<file path="src/rtl/condicionador_jogada.sv">
// Input conditioning for the memory game: debounces the switches, registers one stable play and
// pulses it as valid or invalid, and turns the start button into a single-cycle pulse.
// Define CONDICIONADOR_SINCRONIZADOR_EN to pass both raw inputs through 2-flop synchronisers first.
module condicionador_jogada #(
  parameter int DEBOUNCE_CICLOS = 4,
  parameter int CONT_W          = 8
) (
  input  logic       clock,
  input  logic       reset,
  input  logic [3:0] chaves,
  input  logic       iniciar,
  output logic [3:0] chaves_estaveis,
  output logic       jogada_valida,
  output logic       jogada_invalida,
  output logic       iniciar_pulso,
  output logic [3:0] db_estado
);

  typedef enum logic [3:0] {
    OCIOSO        = 4'd0,
    FILTRANDO     = 4'd1,
    REGISTRA      = 4'd2,
    ESPERA_SOLTAR = 4'd3
  } estado_t;

  localparam logic [CONT_W-1:0] LIMITE = CONT_W'(DEBOUNCE_CICLOS - 1);

  logic [3:0] chaves_s;
  logic       iniciar_s;

`ifdef CONDICIONADOR_SINCRONIZADOR_EN
  logic [3:0] chaves_s1_reg, chaves_s2_reg;
  logic       iniciar_s1_reg, iniciar_s2_reg;

  // The iniciar chain resets high so a button held through reset never looks like a rising edge.
  always_ff @(posedge clock) begin
    if (reset) begin
      chaves_s1_reg  <= '0;
      chaves_s2_reg  <= '0;
      iniciar_s1_reg <= 1'b1;
      iniciar_s2_reg <= 1'b1;
    end else begin
      chaves_s1_reg  <= chaves;
      chaves_s2_reg  <= chaves_s1_reg;
      iniciar_s1_reg <= iniciar;
      iniciar_s2_reg <= iniciar_s1_reg;
    end
  end

  assign chaves_s  = chaves_s2_reg;
  assign iniciar_s = iniciar_s2_reg;
`else
  assign chaves_s  = chaves;
  assign iniciar_s = iniciar;
`endif

  estado_t           estado_reg, estado_next;
  logic [CONT_W-1:0] cnt_reg, cnt_next;
  logic [3:0]        amostra_reg, amostra_next;
  logic [3:0]        estaveis_reg, estaveis_next;
  logic              iniciar_ant_reg;
  logic              iniciar_pulso_reg;

  always_ff @(posedge clock) begin
    if (reset) begin
      estado_reg        <= OCIOSO;
      cnt_reg           <= '0;
      amostra_reg       <= '0;
      estaveis_reg      <= '0;
      iniciar_ant_reg   <= 1'b1;
      iniciar_pulso_reg <= 1'b0;
    end else begin
      estado_reg        <= estado_next;
      cnt_reg           <= cnt_next;
      amostra_reg       <= amostra_next;
      estaveis_reg      <= estaveis_next;
      iniciar_ant_reg   <= iniciar_s;
      iniciar_pulso_reg <= iniciar_s & ~iniciar_ant_reg;
    end
  end

  always_comb begin
    estado_next     = estado_reg;
    cnt_next        = cnt_reg;
    amostra_next    = amostra_reg;
    estaveis_next   = estaveis_reg;
    jogada_valida   = 1'b0;
    jogada_invalida = 1'b0;
    case (estado_reg)
      OCIOSO: begin
        if (chaves_s != 4'd0) begin
          amostra_next = chaves_s;
          cnt_next     = CONT_W'(1);
          estado_next  = FILTRANDO;
        end
      end
      FILTRANDO: begin
        if (chaves_s == 4'd0) begin
          cnt_next    = '0;
          estado_next = OCIOSO;
        end else if (chaves_s != amostra_reg) begin
          amostra_next = chaves_s;
          cnt_next     = CONT_W'(1);
        end else if (cnt_reg == LIMITE) begin
          estaveis_next = amostra_reg;
          estado_next   = REGISTRA;
        end else begin
          cnt_next = cnt_reg + CONT_W'(1);
        end
      end
      REGISTRA: begin
        // Clearing the lowest set bit leaves something only if more than one bit was set.
        jogada_valida   = $onehot(estaveis_reg);
        jogada_invalida = |(estaveis_reg & (estaveis_reg - 4'd1));
        cnt_next        = '0;
        estado_next     = ESPERA_SOLTAR;
      end
      ESPERA_SOLTAR: begin
        if (chaves_s != 4'd0) begin
          cnt_next = '0;
        end else if (cnt_reg == LIMITE) begin
          cnt_next    = '0;
          estado_next = OCIOSO;
        end else begin
          cnt_next = cnt_reg + CONT_W'(1);
        end
      end
      default: begin
        cnt_next    = '0;
        estado_next = OCIOSO;
      end
    endcase
  end

  assign chaves_estaveis = estaveis_reg;
  assign iniciar_pulso   = iniciar_pulso_reg;
  assign db_estado       = estado_reg;

endmodule
</file>
<file path="config.mk">
export PLATFORM = sky130hd
export DESIGN_NAME = condicionador_jogada
export DESIGN_NICKNAME = d
export VERILOG_FILES = /design/src/rtl/condicionador_jogada.sv
export SDC_FILE = /design/constraint.sdc
export NUM_CORES = 1
export LEC_CHECK = 0
export BUFFER_PORTS_ARGS = -buffer_cell sky130_fd_sc_hd__buf_2
export CORE_MARGIN = 5
export CORE_UTILIZATION = 54
export CTS_CLUSTER_SIZE = 25
export DETAILED_ROUTE_END_ITERATION = 8
export PLACE_DENSITY = 0.88
export SLEW_MARGIN = 10
export SYNTH_ARGS = -nofsm -noshare
export SYNTH_HDL_FRONTEND = slang
export SYNTH_SLANG_ARGS = --single-unit
</file>
<file path="constraint.sdc">
create_clock -name clock -period 2.9 [get_ports clock]
set_clock_uncertainty 0.2 [all_clocks]
set_input_delay 0.435 -clock clock [delete_from_list [all_inputs] [get_ports clock]]
set_output_delay 0.435 -clock clock [all_outputs]
set_load 0.02 [all_outputs]
</file>
### Word-level counts from Yosys, hierarchy flattened

Cells that the tools add are included.

* add/subtract/negate cells: 5
* eq/ne operators: 14
* mux-type cells: 20
* bitwise gates (word level): 5
* reduce and logical (&&, ||, !) cells: 9

Operators with widths (number)
* 8-bit two-way mux: 6
* 4-bit two-way mux: 9
* 8-bit case mux with 3 select lines: 1
* 4-bit case mux with 4 select lines: 1
* 2-bit != test, second input constant: 5
* 8-bit by 1-bit adder with 8-bit output, second input constant: 1
* 4-bit by 2-bit equality test with 1-bit output, second input constant: 2
* 8-bit by 2-bit equality test with 1-bit output, second input constant: 1
* 4-bit zero test: 2
* 4-bit case mux with 2 select lines: 1
* 4-bit AND reduction: 2
* 3-bit != test, second input constant: 2
* 5-bit AND reduction: 1
* 1-bit by 1-bit adder with 2-bit output: 2
* 4-bit bitwise AND: 1
* 4-bit by 1-bit equality test with 1-bit output, second input constant: 1
* 4-bit != test: 1
* 4-bit != test, second input constant: 1
* 4-bit nonzero test: 1
* 4-bit OR reduction: 1
* 4-bit by 1-bit subtractor with 4-bit output, second input constant: 1
* 2-bit by 2-bit adder with 3-bit output: 1
* 3-bit by 1-bit equality test with 1-bit output, second input constant: 1
* 1-bit NOT: 3
* 4 further kinds: 5

* register bits after elaboration: 22
* output and inout port bits: 11
* word-level logic and storage cells: 59

### Longest topological paths before layout

Gate-level depths: netlist of run 1.

* depth after elaboration: 5
* depth in mapped cells: 7
* depth with buffers taken out: 6

### Least setup slack after synthesis of run 1

OpenSTA, ideal clock, no wires.

* kind: register to output
* start: register estaveis_reg[0], in the netlist chaves_estaveis[0]
* end: output jogada_valida
* data arrival time: 2.373 ns
* setup slack: -0.108 ns
* stages on the path, launching flop included: 7
* buffers on the path: 0
* cells stage by stage: dfxtp_1 inv_1 fa_1 inv_1 ha_1 ha_1 nor4b_1

* longest elaborated chain between the ends: 4

Ends and longest elaborated chain
* start, declared: RTL line 60 `logic [3:0] estaveis_reg, estaveis_next;`
* start signal, assigned: RTL line 76 `estaveis_reg <= estaveis_next;`
* 1-bit by 1-bit adder with 2-bit output (not written as such): RTL line 113 `jogada_valida = $onehot(estaveis_reg);`
* 2-bit by 2-bit adder with 3-bit output (not written as such): RTL line 113
* 3-bit by 1-bit equality test with 1-bit output: RTL line 113
* 1-bit two-way mux: RTL line 89 `case (estado_reg)`
* end, declared: RTL line 13 `output logic jogada_valida,`

Every way passes these cells.

### Final worst setup path of run 1

Same ends and word-level chain as after synthesis.

==> metrics.txt, run 1 <==
outcome=finished, final reports clean; core area=1960 µm²; hold violation total from the final report=0; DP Cell Count=154; GRT Util Overall=13.8%; Yosys warnings=0; Peak VDD IR=0.353 mV; M1 WL=985 µm; switch share=23.6%; Reg clk slew, reported paths=0.11 ns; CP Launch Type=flop; DR iter-0 viols=27; first-pass GRT wire length=3.55 mm; Crit path arrival time=2.17 ns; Fillers=159; Die Ht=55.3 µm; number of flip-flops in the largest register=8; Layout area overhead=14.8%; Non-Filler Instances=161; dpl hpwl=1.61 mm; final WL=2.14 mm; sequential element share of the synthesized area=36.1%; Die X=55.3 µm; CP Class=flop to output port; Clock Tree Root=clkbuf_4; Port Buffers=15; Power Dens Cells=385 nW/µm²; post-synth top area cell=dfxtp_1; CTS sink count=20; Int Pwr=374 µW; routed wl met3=79 µm; FMAX=357 MHz; DR vias/cell=5.45; Post-synth EDFFs=0; RSZ-0062 raised after global routing=false; worst min path class=primary input to flop; max_slew headroom=60.5%; antenna diode count=0; GP Congestion=0.815; fin crit period=2.80 ns; Post-Synthesis Cells=117; Pre-antenna DRT Iters=4; vias in the first global route=836; post-synth top area share=36.1%; clk buf depth=2; Site Rows=16; CP Capture Type=output port; Worst EP required=2.27 ns; share of layout cells above drive strength 1=28.4%; crit path launch=chaves_estaveis[0]; ys async rst share=0%; maxcap violations=0; largest net degree at the start of global routing=21; Tcrit/Tclk final=96.7%; Max Used Layer=met4; Synth top cells by count=20 x dfxtp_1, 12 x nor2_1, 11 x nor3_1, 9 x mux2i_1, 7 x inv_1; Comb pwr share=8.6%; antenna violations before repair=0; # IOs=18; Flop pwr share=58.7%; die area=3060 µm²; final worst setup slack=0.0951 ns; Synth area leaders=dfxtp_1 36%, mux2i_1 8.1%, ha_1 5.6%; Synth Flop Type=dfxtp_1; Mapped Area=1110 µm²; Routed WL per cell=13.3 µm; Leak Pwr=0.000514 µW; Clk pwr share=32.7%; worst-margin pin slew=0.589 ns; R2R Path Start=cnt_reg[0]; worst hold start=iniciar; hold_ws=0.124 ns; routed vias=878; max-slew violations=0; H-tree levels=1; GRT overflow=0; pre-CTS setup slack=0.253 ns; count leader, synth=dfxtp_1; Syn Area/Cell=9.47 µm²; Inserted Clock Buffers=3; setup TNS=0 ns; Net Sw Power=116 µW; CTS tree=built; nets@finish=148; placed cell area=1200 µm²; Synth Register Bits=20; Antenna Nets Post-Route=0; post-synthesis cell type count=38; final instance area=1270 µm²; Starting Density=56.5%; worst-skew pair later-pin latency=0.30 ns; setup violators final=0; post-route DRC violation count=0; met2 wire len=1.07 mm; crit path max fanout=3
cells in the final DEF (no fill, tap or decap), types with 4 or more instances in the layout:
| master | netlist | routed |
|---|---|---|
| inv_1 | 7 | 5 |
| buf_2 | 1 | 14 |
| dfxtp_1 | 20 | 18 |
| nor2_1 | 12 | 12 |
| mux2i_1 | 9 | 9 |
| ha_1 | 5 | 4 |
| nor3_1 | 11 | 11 |
| nand3_1 | 5 | 5 |
| buf_4 | 2 | 4 |
| xnor2_1 | 6 | 6 |
cell type report:
type / count / area [µm²] / area share (%)
multi-input cells: 85 / 673 / 52.9
flip-flops and latches: 20 / 403 / 31.7
repair buffers: 18 / 100 / 7.87
clock buffers: 4 / 36.3 / 2.85
well taps: 27 / 33.8 / 2.65
inverters: 7 / 26.3 / 2.06
cells by family after synthesis:
group / share of synthesized area [%]
AND/OR/NAND/NOR: 26.6
flip-flops: 36.1
buffers and inverters: 5.19
AO/OA/AOI/OAI: 9.03
XOR/XNOR: 7.11
multiplexers: 8.13
adder cells (fa/ha/maj): 7.45
other: 0.338
worst max-delay path: stages (launching register included):
cell,delay (ns)
dfxtp_2,0.35
inv_2,0.05
fa_1,0.54
inv_1,0.05
ha_1,0.20
ha_4,0.21
nor4b_2,0.28
buf_4,0.19
stage by stage:
step,util (%),power [µW]
2_1_floorplan,-,325
3_3_place_gp,61.0,334
3_5_place_dp,61.0,336
4_1_cts,63.7,493
5_1_grt,64.9,514
6_report,64.9,490
final timing paths:
kind | to | slack, ns | depth (start not counted)
setup / recovery | jogada_valida | 0.1 | 7
hold / removal | iniciar_ant_reg | 0.12 | 2
setup reg to reg | chaves_estaveis[1] | 0.42 | 6
hold reg to reg | iniciar_pulso | 0.20 | 1
power groups by stage:
| stage | logic, µW | registers [µW] | clock network, µW |
|---|---|---|---|
| 5_1_grt | 46.0 | 289 | 179 |
| 3_5_place_dp | 42.0 | 294 | 0 |
| 6_report | 42.1 | 288 | 160 |
| 4_1_cts | 42.2 | 288 | 163 |
| 2_1_floorplan | 30.9 | 294 | 0 |
| 3_3_place_gp | 40.7 | 294 | 0 |
repair_timing:
item | 4_1_cts | 5_1_grt
setup buffers | 2 | 1
hold buffers | 0 | 0
gates cloned | 0 | 0
endpoints found under the setup margin | 1 | 1
gates resized for setup | 2 | 4
hold endpoints to repair | 0 | 0
pin swaps | 1 | 1
metal layers:
layer | GRT usage (%) | vias to the layer above
met1 | 17.4 | 418
met4 | 4.17 | 0
met2 | 23.5 | 16
met5 | 0 | -
met3 | 2.80 | 2
li1 | - | 442
No activity file was read; power rests on OpenSTA's default activity.
==> inputs of run 2 (changes only) <==
--- a/constraint.sdc
+++ b/constraint.sdc
@@ -4,2 +4,2 @@
 set_output_delay 0.435 -clock clock [all_outputs]
-set_load 0.02 [all_outputs]
+set_load 0.1 [all_outputs]
==> metrics.txt, run 2 (synthesized netlist as in run 1, its figures left out) <==
final WL=2.13 mm (-0.75%); Die X=55.3 µm (unchanged); Clock Tree Root=clkbuf_4; Peak VDD IR=0.415 mV (+18%); CP Launch Type=flop; Inserted Clock Buffers=3 (unchanged); max_slew headroom=59.4% (-1.1 points); GP Congestion=0.790 (-3.0%); Power Dens Cells=433 nW/µm² (+12%); Tcrit/Tclk final=96.7% (about the same); Crit path largest cell delay=0.52 ns (-0.02 ns); Die Ht=55.3 µm (unchanged); post-cts resize count=0 (-2); Leak Pwr=0.000507 µW (-1.4%); # IOs=18 (unchanged); GRT overflow=0 (unchanged); Worst EP required=2.27 ns (about the same); Port Buffers=15 (unchanged); DP Cell Count=154 (unchanged); crit path launch=chaves_estaveis[3]; die area=3060 µm² (unchanged); dpl hpwl=1.69 mm (+4.7%); Pre-antenna DRT Iters=4 (unchanged); postcts setup bufs=0 (-2); Crit path arrival time=2.17 ns (about the same); maxcap violations=0 (unchanged); CTS sink count=20 (unchanged); share of layout cells above drive strength 1=29.8% (+1.4 points); CP Capture Type=output port; Layout area overhead=18.1%; routed vias=883 (+0.57%); hold_ws=0.131 ns (+0.00724 ns); DR iter-0 viols=8 (-70%); Site Rows=16 (unchanged); hold violation total from the final report=0 (unchanged); Starting Density=56.5% (unchanged); clk buf depth=2 (unchanged); RSZ-0062 raised after global routing=true; final instance area=1310 µm² (+2.9%); number of flip-flops in the largest register=8 (unchanged); critical path's slowest cell=fa_1; worst-margin pin slew=0.605 ns (+0.0165 ns); vias in the first global route=876 (+4.8%); Non-Filler Instances=158 (-1.9%); post-route DRC violation count=0 (unchanged); max-slew violations=0 (unchanged); Reg clk slew, reported paths=0.11 ns (about the same); worst-skew pair later-pin latency=0.29 ns (about the same); outcome=finished, final reports clean; CP Class=flop to output port; Hold Buf Count CTS=0 (unchanged); worst hold start=iniciar; most common cell after layout, fill and taps aside=dfxtp_1; Routed WL per cell=13.5 µm (+1.1%); fin crit period=2.80 ns (-0.00114 ns); cell chain of the critical path=inv_2 -> fa_1 -> inv_1 -> ha_2 -> ha_4 -> nor4b_4 -> buf_12; GRT Util Overall=14.6% (+0.82 points); worst min path class=primary input to flop; R2R Path Start=cnt_reg[0]; largest net degree at the start of global routing=21 (unchanged); nets@finish=145 (-2.0%); most frequent cells in the layout=17 x dfxtp_1, 14 x buf_2, 11 x nor2_1, 11 x nor3_1, 9 x mux2i_1; crit path max fanout=3 (unchanged); setup violators final=0 (unchanged); H-tree levels=1 (unchanged); DR vias/cell=5.59 (+2.5%); core area=1960 µm² (unchanged); Antenna Nets Post-Route=0 (unchanged); antenna diode count=0 (unchanged); placed cell area=1260 µm² (+5.0%); FMAX=357 MHz (about the same); CTS tree=built; antenna violations before repair=0 (unchanged); first-pass GRT wire length=3.74 mm (+5.4%)
[run 2: cell types whose count changed in the layout (fill, tap and decap cells not counted), sizes merged]
cell / delta
buf: -3
bufinv: +1
clkbuf: -1
[run 2: layout make-up]
cell class / count / area (µm²)
Multi-Input combinational cell: 85 / 692
Fill cell: 177 / 653
Sequential cell: 20 / 412
Clock inverter: 1 / 30.0
Timing Repair Buffer: 15 / 90.1
Inverter: 7 / 28.8
Clock buffer: 3 / 22.5
Tap cell: 27 / 33.8
[run 2: per-stage QoR]
step / power [µW] / TNS (ns) / utilization [%] / setup slack (ns)
after floorplan: 338 / -0.373 / - / -0.373
after global placement: 348 / 0 / 64.0 / 0.436
after detailed placement: 350 / 0 / 64.0 / 0.421
after CTS: 573 / 0 / 66.7 / 0.0777
after global routing: 595 / -0.0102 / 66.7 / -0.0102
final: 567 / 0 / 66.7 / 0.0963
[run 2: path summary, 6_finish.rpt]
path,slack [ns],end,depth (start not counted)
setup / recovery,0.1,jogada_valida,7
hold reg to reg,0.20,iniciar_pulso,1
hold / removal,0.13,iniciar_ant_reg,2
setup reg to reg,0.44,chaves_estaveis[3],6
[run 2: per-layer routing]
layer / wire length, µm / vias up / global-route usage (%) / share of wire [%]
met3: 73 / 2 / 1.86 / 3.4
met1: 920 / 427 / 17.2 / 43
li1: - / 441 / - / -
met2: 1120 / 13 / 26.2 / 53
met5: 0 / - / 0 / 0
met4: 9 / 0 / 6.25 / 0.42
[run 2: power by group]
part,internal [µW],switching [µW]
clock network,140,83.5
logic,16.6,42.3
registers,278,6.41
[run 2: critical path, delay by kind of cell (launching register included)]
kind | cells | cell delay, ns
flip-flops | 1 | 0.37
buffers and inverters | 3 | 0.29
adder cells (fa/ha/maj) | 3 | 0.91
AND/OR/NAND/NOR | 1 | 0.30
